==> config.mk <==
export PLATFORM = sky130hd
export DESIGN_NAME = bram_stream_writer_flat
export DESIGN_NICKNAME = d
export VERILOG_FILES = /design/src/rtl/bram_stream_writer_pkg.sv /design/src/rtl/bram_stream_writer_if.sv /design/src/rtl/bram_stream_writer_byte_packer.sv /design/src/rtl/bram_stream_writer.sv /design/src/flat_wrapper.sv
export SDC_FILE = /design/constraint.sdc
export NUM_CORES = 1
export LEC_CHECK = 0
export CAP_MARGIN = 0
export CORE_AREA = 2 2 133 135
export DETAILED_ROUTE_END_ITERATION = 7
export DIE_AREA = 0 0 135 137
export GPL_TIMING_DRIVEN = 0
export PLACE_DENSITY = 0.51
export RECOVER_POWER = 100
export SYNTH_ARGS = -nofsm -noshare
export SYNTH_HDL_FRONTEND = slang
export SYNTH_SLANG_ARGS = --single-unit
==> constraint.sdc <==
create_clock -name clk25 -period 4.05 [get_ports clk25]
set_input_delay 0.6075 -clock clk25 [delete_from_list [all_inputs] [get_ports clk25]]
set_output_delay 0.6075 -clock clk25 [all_outputs]
set_load 0.01 [all_outputs]
==> src/rtl/bram_stream_writer_pkg.sv <==
// Shared constants for the port-A BRAM stream writer: geometry, FSM codes and
// the byte-lane convention (webyte bit i enables dia[8i+7:8i], lane 0 = first byte).
package bram_stream_writer_pkg;

  localparam int unsigned ADDR_W  = 13;
  localparam int unsigned DEPTH   = 8192;
  localparam int unsigned LANES   = 4;
  localparam int unsigned DATA_W  = 8 * LANES;
  localparam int unsigned LANE_W  = $clog2(LANES);
  localparam int unsigned COUNT_W = ADDR_W + 1;

  localparam logic [1:0] ST_IDLE  = 2'd0;
  localparam logic [1:0] ST_FILL  = 2'd1;
  localparam logic [1:0] ST_WRITE = 2'd2;
  localparam logic [1:0] ST_DONE  = 2'd3;

  function automatic logic [LANES-1:0] lane_bit(input logic [LANE_W-1:0] lane);
    lane_bit       = '0;
    lane_bit[lane] = 1'b1;
  endfunction

endpackage

==> src/rtl/bram_stream_writer_if.sv <==
// Byte-stream input and BRAM port-A write bundles used by bram_stream_writer.
interface byte_stream_if;
  logic [7:0] s_data;
  logic       s_valid;
  logic       s_last;
  logic       s_ready;

  modport master (output s_data, output s_valid, output s_last, input  s_ready);
  modport slave  (input  s_data, input  s_valid, input  s_last, output s_ready);
endinterface

interface bram_port_a_if;
  import bram_stream_writer_pkg::*;

  logic [DATA_W-1:0] dia;
  logic [ADDR_W-1:0] addra;
  logic              cea;
  logic              wea;
  logic [LANES-1:0]  webyte;

  modport master (output dia, output addra, output cea, output wea, output webyte);
  modport slave  (input  dia, input  addra, input  cea, input  wea, input  webyte);
endinterface

==> src/rtl/bram_stream_writer_byte_packer.sv <==
// Little-endian byte packer: collects bytes into a word with a per-lane fill mask.
module bram_byte_packer
  import bram_stream_writer_pkg::*;
(
  input  logic              clk25,
  input  logic              rst,
  input  logic              push,
  input  logic              clear,
  input  logic [7:0]        data,
  output logic [DATA_W-1:0] word,
  output logic [LANES-1:0]  mask,
  output logic              full
);

  logic [LANE_W-1:0] lane;

  // Unfilled lanes stay zero because clear wipes the whole word, not only the mask.
  always_ff @(posedge clk25 or posedge rst) begin
    if (rst) begin
      lane <= '0;
      word <= '0;
      mask <= '0;
    end else if (clear) begin
      lane <= '0;
      word <= '0;
      mask <= '0;
    end else if (push) begin
      for (int unsigned i = 0; i < LANES; i++) begin
        if (lane == LANE_W'(i)) word[8*i +: 8] <= data;
      end
      mask <= mask | lane_bit(lane);
      lane <= lane + LANE_W'(1);
    end
  end

  // High when the next pushed byte completes the word.
  assign full = (lane == LANE_W'(LANES - 1));

endmodule

==> src/rtl/bram_stream_writer.sv <==
// Packs a byte stream into 32-bit words and writes them through BRAM port A,
// starting at a programmable word address and stopping at the top of memory.
module bram_stream_writer
  import bram_stream_writer_pkg::*;
(
  input  logic               clk25,
  input  logic               fpga_rst,
  input  logic               start,
  input  logic [ADDR_W-1:0]  start_addr,
  byte_stream_if.slave       s,
  bram_port_a_if.master      port_a,
  output logic               busy,
  output logic               done,
  output logic               overflow,
  output logic [COUNT_W-1:0] words_wr
);

  logic [1:0]        state;
  logic [ADDR_W-1:0] addr;
  logic [ADDR_W-1:0] addra_q;
  logic [DATA_W-1:0] dia_q;
  logic              last_seen;

  logic              push;
  logic              pk_clear;
  logic [DATA_W-1:0] pk_word;
  logic [LANES-1:0]  pk_mask;
  logic              pk_full;

  assign push     = (state == ST_FILL) && s.s_valid;
  assign pk_clear = ((state == ST_IDLE) && start) || (state == ST_WRITE);

  bram_byte_packer u_packer (
    .clk25 (clk25),
    .rst   (fpga_rst),
    .push  (push),
    .clear (pk_clear),
    .data  (s.s_data),
    .word  (pk_word),
    .mask  (pk_mask),
    .full  (pk_full)
  );

  always_ff @(posedge clk25 or posedge fpga_rst) begin
    if (fpga_rst) begin
      state     <= ST_IDLE;
      addr      <= '0;
      addra_q   <= '0;
      dia_q     <= '0;
      last_seen <= 1'b0;
      overflow  <= 1'b0;
      words_wr  <= '0;
    end else begin
      case (state)
        ST_IDLE: begin
          if (start) begin
            addr      <= start_addr;
            words_wr  <= '0;
            overflow  <= 1'b0;
            last_seen <= 1'b0;
            state     <= ST_FILL;
          end
        end
        ST_FILL: begin
          if (push && (pk_full || s.s_last)) begin
            last_seen <= s.s_last;
            state     <= ST_WRITE;
          end
        end
        ST_WRITE: begin
          dia_q    <= pk_word;
          addra_q  <= addr;
          words_wr <= words_wr + COUNT_W'(1);
          if (last_seen) begin
            state <= ST_DONE;
          end else if (addr == ADDR_W'(DEPTH - 1)) begin
            overflow <= 1'b1;
            state    <= ST_DONE;
          end else begin
            addr  <= addr + ADDR_W'(1);
            state <= ST_FILL;
          end
        end
        ST_DONE: state <= ST_IDLE;
        default: state <= ST_IDLE;
      endcase
    end
  end

  // Port-A data/address come straight from the packer during WRITE and are
  // held from shadow registers afterwards so the bus stays quiet between writes.
  assign s.s_ready     = (state == ST_FILL);
  assign port_a.cea    = (state == ST_WRITE);
  assign port_a.wea    = (state == ST_WRITE);
  assign port_a.webyte = (state == ST_WRITE) ? pk_mask : '0;
  assign port_a.dia    = (state == ST_WRITE) ? pk_word : dia_q;
  assign port_a.addra  = (state == ST_WRITE) ? addr    : addra_q;

  assign busy = (state != ST_IDLE);
  assign done = (state == ST_DONE);

endmodule

==> src/flat_wrapper.sv <==
// flat-port wrapper written by rule: the top's interface ports become plain ports
module bram_stream_writer_flat import bram_stream_writer_pkg::*;
  (clk25, fpga_rst, start, start_addr, busy, done, overflow, words_wr, s_s_data, s_s_valid, s_s_last, s_s_ready, port_a_dia, port_a_addra, port_a_cea, port_a_wea, port_a_webyte);
  byte_stream_if s_i ();
  bram_port_a_if port_a_i ();
  input  logic clk25;
  input  logic fpga_rst;
  input  logic start;
  input  logic [ADDR_W-1:0] start_addr;
  output logic busy;
  output logic done;
  output logic overflow;
  output logic [COUNT_W-1:0] words_wr;
  input wire logic [$bits(s_i.s_data)-1:0] s_s_data;
  input wire logic [$bits(s_i.s_valid)-1:0] s_s_valid;
  input wire logic [$bits(s_i.s_last)-1:0] s_s_last;
  output wire logic [$bits(s_i.s_ready)-1:0] s_s_ready;
  output wire logic [$bits(port_a_i.dia)-1:0] port_a_dia;
  output wire logic [$bits(port_a_i.addra)-1:0] port_a_addra;
  output wire logic [$bits(port_a_i.cea)-1:0] port_a_cea;
  output wire logic [$bits(port_a_i.wea)-1:0] port_a_wea;
  output wire logic [$bits(port_a_i.webyte)-1:0] port_a_webyte;
  assign s_i.s_data = s_s_data;
  assign s_i.s_valid = s_s_valid;
  assign s_i.s_last = s_s_last;
  assign s_s_ready = s_i.s_ready;
  assign port_a_dia = port_a_i.dia;
  assign port_a_addra = port_a_i.addra;
  assign port_a_cea = port_a_i.cea;
  assign port_a_wea = port_a_i.wea;
  assign port_a_webyte = port_a_i.webyte;
  bram_stream_writer u_core (.clk25(clk25), .fpga_rst(fpga_rst), .start(start), .start_addr(start_addr), .s(s_i), .port_a(port_a_i), .busy(busy), .done(done), .overflow(overflow), .words_wr(words_wr));
endmodule
==> flow_summary.yaml, run 1 <==
clock_tree:
  root_buffer: "clkbuf_16"
  clk_pin_slew_ps: 50
  cts_tree: "done"
  cts_setup_buffers: 0
  cts_hold_buf: 0
  htreeDepth: 4
  cts_buffer_depth: 2
  cts_resized: 0
  clk_latency_ps: 410
  cts.sinks: 114
  cts_buffers: 17
timing:
  finClkSkew_ps: 10.7
  holdWs_ps: 466
  slew_viol_final: 98
  setup_violations: 0
  fin_ws_ps: 300
  slew_headroom: -0.458
  tns_ps: 0
  fmax_ghz: 0.267
  period_minus_slack_ps: 3750
  fin_crit_sh: 0.926
  worst_slew_pin_slew_ps: 2190
  hold_violations: 0
  rsz0062_at_grt: "false"
grt:
  grt_max_degree: 98
  gr-usage-all-layers: 0.159
  grt.overflow.total: 0
  gr-usage-met3: 0.0341
  grt_use_met1: 0.214
  antenna_found_initial: 0
  grt_pass1_wl_mm: 22.4
  grt_pass1_vias: 4135
  grt_most_used_layer: "met2"
  met2_usage: 0.250
status:
  status: "finished, violations left"
  violations: "capacitance limit, slew limit"
route:
  via_count: 4124
  first_pass_iters: 4
  drt-total-wl_mm: 13.9
  via_per_inst: 4.71
  drcViolationCount: 0
  wire_per_inst_um: 15.9
  antenna_left: 0
  drtIter0Drc: 257
floorplanning:
  die_w_um: 135
  die-area_mm2: 0.0185
  rows: 48
  io_pins: 95
  start_util: 0.295
  coreArea_mm2: 0.0171
  die_h_um: 137
critical_path:
  cp.arrival_ps: 3140
  path_class: "flip-flop to output pin"
  cp-end-kind: "output pin"
  crit_required_ps: 3440
  cp_max_fo: 10
  reg2reg_setup_slack_ps: 1500
  start_kind: "flip-flop"
job:
  drv_cap: 1
cells_and_area:
  fillers: 1695
  num_antenna_cells: 0
  nNetsFinal: 670
  layout-drive-gt1-share: 0.0676
  design_area_mm2: 0.00682
  area_growth_pct: 35.6
placement:
  portBuffers: 94
  gp_congestion: 0.838
  dpl.hpwl_mm: 9.63
  dpl_worst_slack_ps: 824
  placed_area_mm2: 0.00629
power:
  p_sw_frac: 0.334
  p_seq_frac: 0.358
  p_int_mw: 3.24
  power.total_mw: 4.86
  cellLeakagePower_nw: 3.46
  power_switching_mw: 1.62
  ir_worst_vdd_v: 0.000354
  powerDensity_mw_per_mm2: 712
  pwr-share-clk: 0.316
  pwr-share-comb: 0.325
yosys:
  syn_area_per_cell_um2: 9.60
  yosys_warnings: 0
  syn-cell-area_mm2: 0.00503
  synthCells: 524
  synth_nets: 556
  synth_edf_count: 0
  ys_types: 45
  ys.flop_type: "dfrtp_1"
  async_reset_ff_frac: 1.00
  synth_seq_cells: 114
  yosysSeqAreaShare: 0.567
worst_hold_path:
  min_path_type: "flip-flop to flip-flop"
kinds of logic (layout without fill, tap and decap cells):
family	after synthesis	after routing	synth area share
fa+ha+maj	6	6	0.0149
buf+inv	42	169	0.0385
xor+xnor	1	1	0.00174
compound gates	73	73	0.0975
simple gates	257	257	0.218
flops	114	114	0.567
mux	31	31	0.0627
layout by cell type, fill, tap and decap left out, drive strengths merged, types with 2 or more instances in the layout:
master / n
a2bb2oi: 9
a22o: 2
nor3: 7
buf: 8
nand2: 175
a21oi: 14
nand4: 8
mux2i: 30
ha: 6
o22ai: 5
clkinv: 4
o21ai: 19
nor4: 3
and2: 4
a41oi: 4
and4: 5
and3: 4
dfrtp: 114
bufinv: 3
clkinvlp: 3
a31oi: 3
o32a: 2
dlygate4sd3: 69
a31o: 2
o21a: 2
clkdlybuf4s50: 25
nor2: 40
a211oi: 4
clkbuf: 49
inv: 8
nand3: 7
metal layers:
metal  vias to the layer above  part of all wire
li1                       1997                 -
met2                       107              0.47
met3                        13             0.049
met5                         -                 0
met4                         0             0.014
met1                      2007              0.47
sequential cells by signal (all words and copies together), names as in the netlist:
register	flops
u_core.words_wr	14
u_core.u_packer.lane	2
u_core.overflow	1
u_core.addra_q	13
u_core.last_seen	1
u_core.dia_q	32
u_core.state	2
u_core.addr	13
u_core.u_packer.mask	4
u_core.u_packer.word	32
power by group through the flow:
| stage | sequential (mW) | combinational (mW) | clock [mW] |
|---|---|---|---|
| 2_1_floorplan | 1.70 | 0.999 | 0 |
| 3_3_place_gp | 1.74 | 1.68 | 0 |
| 3_5_place_dp | 1.76 | 1.71 | 0 |
| 6_report | 1.74 | 1.58 | 1.54 |
| 4_1_cts | 1.74 | 1.72 | 1.57 |
| 5_1_grt | 1.79 | 1.76 | 1.63 |
worst max-delay path, cell delays in order (launching register included):
cell,delay (ps)
dfrtp_1,350
clkbuf_1,200
nand2b_1,250
inv_1,110
clkbuf_1,450
clkbuf_1,450
nand2_1,180
nand2_1,120
dlygate4sd3_1,610
cell usage after synthesis (5+ instances only):
| cell | count | area [um2] |
|---|---|---|
| a21oi_1 | 14 | 70.1 |
| a2bb2oi_1 | 9 | 78.8 |
| and4_1 | 5 | 43.8 |
| buf_2 | 11 | 55.1 |
| clkbuf_1 | 14 | 52.6 |
| dfrtp_1 | 114 | 2850 |
| ha_1 | 6 | 75.1 |
| inv_1 | 9 | 33.8 |
| mux2i_1 | 30 | 300 |
| nand2_1 | 175 | 657 |
| nand3_1 | 7 | 35.0 |
| nand4_1 | 7 | 43.8 |
| nor2_1 | 39 | 146 |
| nor3_1 | 7 | 35.0 |
| o21ai_0 | 19 | 95.1 |
| o22ai_1 | 5 | 31.3 |
cell type report:
type                            instances  area [um2]  area share
Clock buffer                           23         478      0.0701
Timing Repair Buffer                   95         946       0.139
Buffer                                 33         136      0.0200
Sequential cell                       114        2850       0.418
Clock inverter                          9         129      0.0189
Multi-Input combinational cell        368        1960       0.288
Tap cell                              225         282      0.0413
Inverter                                9        35.0     0.00513
per-stage QoR:
| step | std cells | util |
|---|---|---|
| 6_report | 876 | 0.400 |
| 5_1_grt | 876 | 0.400 |
| 4_1_cts | 876 | 0.404 |
| 3_5_place_dp | 844 | 0.369 |
| 3_3_place_gp | 843 | 0.367 |
| 2_1_floorplan | 524 | - |
final timing paths:
check / from / end / cells past startpoint
worst min-delay path: u_core.dia_q[30]$_DFF_PP0_ / u_core.dia_q[30]$_DFF_PP0_ / 2
worst min register to register: u_core.dia_q[30]$_DFF_PP0_ / u_core.dia_q[30]$_DFF_PP0_ / 2
worst max register to register: u_core.addr[0]$_DFFE_PP0P_ / u_core.addr[11]$_DFFE_PP0P_ / 6
min in group asynchronous: fpga_rst / u_core.addra_q[5]$_DFF_PP0_ / 2
worst max-delay path: u_core.state[0]$_DFFE_PP0P_ / port_a_dia[7] / 8
max in group asynchronous: fpga_rst / u_core.dia_q[12]$_DFF_PP0_ / 3
Power figures use the tool's default switching activity.
==> inputs of run 2 (changes only) <==
SETUP_SLACK_MARGIN = 0.02   (was unset)
==> results of run 2 <==
The final DEF is identical to that of run 1; final timing and power are the same.
==> variant 1: new RTL, config.mk and constraints of run 1 <==
`ADDR_W`: 13 -> 12.
--- a/src/rtl/bram_stream_writer_pkg.sv
+++ b/src/rtl/bram_stream_writer_pkg.sv
@@ -2,7 +2,7 @@
 // the byte-lane convention (webyte bit i enables dia[8i+7:8i], lane 0 = first byte).
 package bram_stream_writer_pkg;
 
-  localparam int unsigned ADDR_W  = 13;
+  localparam int unsigned ADDR_W  = 12;
   localparam int unsigned DEPTH   = 8192;
   localparam int unsigned LANES   = 4;
   localparam int unsigned DATA_W  = 8 * LANES;
Ports: changed (resized port_a_addra, start_addr and words_wr); port bits go from 95 to 92. The function was not compared with the original's and may differ.
==> variant 1 against run 1 <==
The flow still finishes with violations (capacitance limit, slew limit); routed wire length is 5.7% lower; final area is 6.4% lower; power fell by 16%; non-clock buffer count decreased by 3; sequential cell count shrank 3; synthesized area is 2.5% lower; via count down 3.8%; worst setup slack improved by 150 ps; largest cell class unchanged; largest power group unchanged.
==> variant 1: results (changes against run 1) <==
| Metric | Value |
|---|---|
| Pins over their slew limit | `44 (-55%)` |
| Detailed Route WL | `13100 um (-5.7%)` |
| Rel. slew slack | `-0.375 (+0.0827)` |
| Layout cells sized above 1 | `0.0574 (-0.0102)` |
| Clock latency on the worst-skew pair | `360 ps (-50 ps)` |
| Portion of netlist area occupied by mux cells | `0.0571 (-0.00556)` |
| FF-to-FF End | `u_core.u_packer.word[10]$_DFFE_PP0P_` |
| Syn nets | `550 (-1.1%)` |
| Vias per Instance | `4.66 (-1.1%)` |
| Number of port buffers | `91 (-3.2%)` |
| Worst Hold End | `u_core.dia_q[8]$_DFF_PP0_` |
| Fin nets | `653 (-2.5%)` |
| Reg2reg path depth | `7 (+1)` |
| R2R setup slack | `1770 ps (+270 ps)` |
| Max-Cap Viols | `1 (unchanged)` |
| Commonest cells post-synth | `nand2_1 (169), dfrtp_1 (111), nor2_1 (43), mux2i_1 (28), a21oi_1 (24)` |
| Vias in the first global route | `4017 (-2.9%)` |
| Compound-cell area share of the yosys netlist | `0.0938 (-0.00366)` |
| XOR/XNOR Fraction of Synth Area | `0.00178 (+0.0000439)` |
| Htree depth | `3 (-1)` |
| Netlist cell types | `51 (+13%)` |
| P_leak | `0.00325 uW (-6.3%)` |
| Clk pin slew, worst setup/hold paths | `80 ps (+30 ps)` |
| Post-synthesis sequential area ratio | `0.566 (-0.000989)` |
| TritonCTS Buffers | `9 (-8)` |
| Critical R2R Launch | `u_core.state[1]$_DFFE_PP0P_` |
| Min-Delay Startpoint | `u_core.dia_q[8]$_DFF_PP0_` |
| GPL Wtd Cong | `0.827 (-1.4%)` |
| Failing checks | `capacitance limit, slew limit` |
| Global-route wire length before repair | `21100 um (-5.9%)` |
| Overall power | `4070 uW (-16%)` |
| Status | `finished with violations` |
| Dpl ws | `1080 ps (+258 ps)` |
| Maximum VDD drop | `0.000300 V (-15%)` |
| Arrival time at the worst endpoint | `3000 ps (-140 ps)` |
| Placed cells | `836 (-0.95%)` |
| Power in the clock group | `872 uW (-43%)` |
| Setup WS post-layout | `445 ps (+145 ps)` |
| Synth top area cells | `dfrtp_1 (57%), nand2_1 (13%), mux2i_1 (5.7%)` |
[variant 1: layout make-up]
class | count | area (um2)
well taps | 225 | 282
clock buffers | 10 | 229
inverters | 8 | 31.3
plain buffers | 33 | 144
clock inverters | 6 | 61.3
multi-input cells | 367 | 1920
repair buffers | 92 | 938
fillers | 1753 | 10700
flip-flops and latches | 111 | 2780
[variant 1: layer usage]
| metal | GRT usage | share of wire | vias up |
|---|---|---|---|
| li1 | - | - | 1949 |
| met1 | 0.192 | 0.47 | 1899 |
| met2 | 0.243 | 0.47 | 99 |
| met3 | 0.0404 | 0.042 | 20 |
| met4 | 0.0486 | 0.021 | 0 |
| met5 | 0 | 0 | - |
[variant 1: worst max-delay path, delay by kind of cell (launching register included)]
| family | cells | cell delay [ps] |
|---|---|---|
| buffers and inverters | 5 | 1910 |
| flip-flops | 1 | 340 |
| AND/OR/NAND/NOR | 3 | 400 |
==> variant 2: new RTL, flow settings as in run 1 <==
Without the edit above. Make the reset (`fpga_rst` and `rst`) synchronous in 2 clocked blocks.
--- a/src/rtl/bram_stream_writer_byte_packer.sv
+++ b/src/rtl/bram_stream_writer_byte_packer.sv
@@ -15,7 +15,7 @@
   logic [LANE_W-1:0] lane;
 
   // Unfilled lanes stay zero because clear wipes the whole word, not only the mask.
-  always_ff @(posedge clk25 or posedge rst) begin
+  always_ff @(posedge clk25) begin
     if (rst) begin
       lane <= '0;
       word <= '0;
--- a/src/rtl/bram_stream_writer.sv
+++ b/src/rtl/bram_stream_writer.sv
@@ -41,7 +41,7 @@
     .full  (pk_full)
   );
 
-  always_ff @(posedge clk25 or posedge fpga_rst) begin
+  always_ff @(posedge clk25) begin
     if (fpga_rst) begin
       state     <= ST_IDLE;
       addr      <= '0;
Behaviour: differs if fpga_rst is asserted again (counterexample within 4 cycles, from zero or initial values and one cycle with fpga_rst high); with fpga_rst held inactive, the same outputs for 4 cycles.
==> variant 2 against run 1 <==
The flow still finishes with violations (capacitance limit, slew limit); register-to-register slack worse by 420 ps; via count grew 18%; sequential cell count is the same; worst setup slack better by 96 ps; synthesized area is 1.8% lower; final area fell by 1.4%; routed wire length is 5.8% higher.
Power is not compared: it rests on default switching activity, and its combinational part moved more than twofold at a synthesized area within 25%.
==> variant 2: results (changes against run 1) <==
| Metric | Value |
|---|---|
| Post-synthesis adder-cell area fraction | `0.0152 (+0.000268)` |
| Post-synthesis sequential area ratio | `0.462 (-0.105)` |
| Netlist cell types | `56 (+24%)` |
| M1 WL | `6540 um (+0.99%)` |
| Arrival time at the worst endpoint | `3050 ps (-90 ps)` |
| Multi-input gate count | `481 (+31%)` |
| DRT iter0 DRCs | `269 (+4.7%)` |
| Synth async-reset ratio | `0 (-1.00)` |
| Commonest cells post-synth | `nand2_1 (225), dfxtp_1 (114), a21oi_1 (97), clkbuf_1 (23), nor2_1 (23)` |
| Detailed Route WL | `14700 um (+5.8%)` |
| Met3 wire len | `863 um (+27%)` |
| Clock skew | `7.71 ps (-2.99 ps)` |
| Fillers | `1790 (+5.6%)` |
| Dominant synthesized flop cell | `dfxtp_1` |
| Sequential fraction of total cell area | `0.339 (-0.0790)` |
| Max-Cap Viols | `1 (unchanged)` |
| Met3 Use GR | `0.0474 (+0.0133)` |
| Actual slew at the worst max-slew pin | `1730 ps (-456 ps)` |
| Cell area after layout | `6730 um2 (-1.4%)` |
| Global-route wire length before repair | `23900 um (+6.8%)` |
| DR vias | `4856 (+18%)` |
| Overall power | `2840 uW` |
| Failing checks | `capacitance limit, slew limit` |
| Dpl ws | `934 ps (+110 ps)` |
| Synth top area cells | `dfxtp_1 (46%), nand2_1 (17%), a21oi_1 (9.8%)` |
| XOR/XNOR Fraction of Synth Area | `0.00709 (+0.00535)` |
| Vias in the first global route | `4777 (+16%)` |
| Placed cells | `963 (+14%)` |
| Met2 WL | `7100 um (+8.4%)` |
| Post-Syn Area per Cell | `7.68 um2 (-20%)` |
| GR Util met1 | `0.211 (-0.00358)` |
| DP Wirelength | `10500 um (+9.4%)` |
| Vias per Instance | `4.88 (+3.7%)` |
| Pins over their slew limit | `11 (-89%)` |
| Inverter count | `6 (-3)` |
| Fraction of area in multi-input gates | `0.357 (+0.0693)` |
| Cell Area, Placed | `6170 um2 (-1.9%)` |
| Non-CTS buffers | `137 (+7.0%)` |
| Status | `finished with violations` |
==> variant 2: changes by cell type in the layout (fill, tap and decap cells not counted), moves of 16 or more <==
| cell | delta |
|---|---|
| dfrtp_1 | -114 |
| nor2_1 | -16 |
| clkdlybuf4s50_1 | +17 |
| dlygate4sd3_1 | -17 |
| dfxtp_1 | +114 |
| nand2_1 | +51 |
| a21oi_1 | +83 |
| mux2i_1 | -30 |
==> variant 2: final timing paths <==
check / from / to / slack [ps] / cells after the start
worst max-delay path: u_core.state[0]$_SDFFE_PP0P_ / port_a_dia[15] / 400 / 7
worst min-delay path: u_core.u_packer.word[3]$_SDFFE_PP0P_ / u_core.u_packer.word[3]$_SDFFE_PP0P_ / 460 / 2
worst max register to register: u_core.addr[0]$_SDFFE_PP0P_ / u_core.addr[0]$_SDFFE_PP0P_ / 1080 / 6
worst min register to register: u_core.u_packer.word[3]$_SDFFE_PP0P_ / u_core.u_packer.word[3]$_SDFFE_PP0P_ / 460 / 2
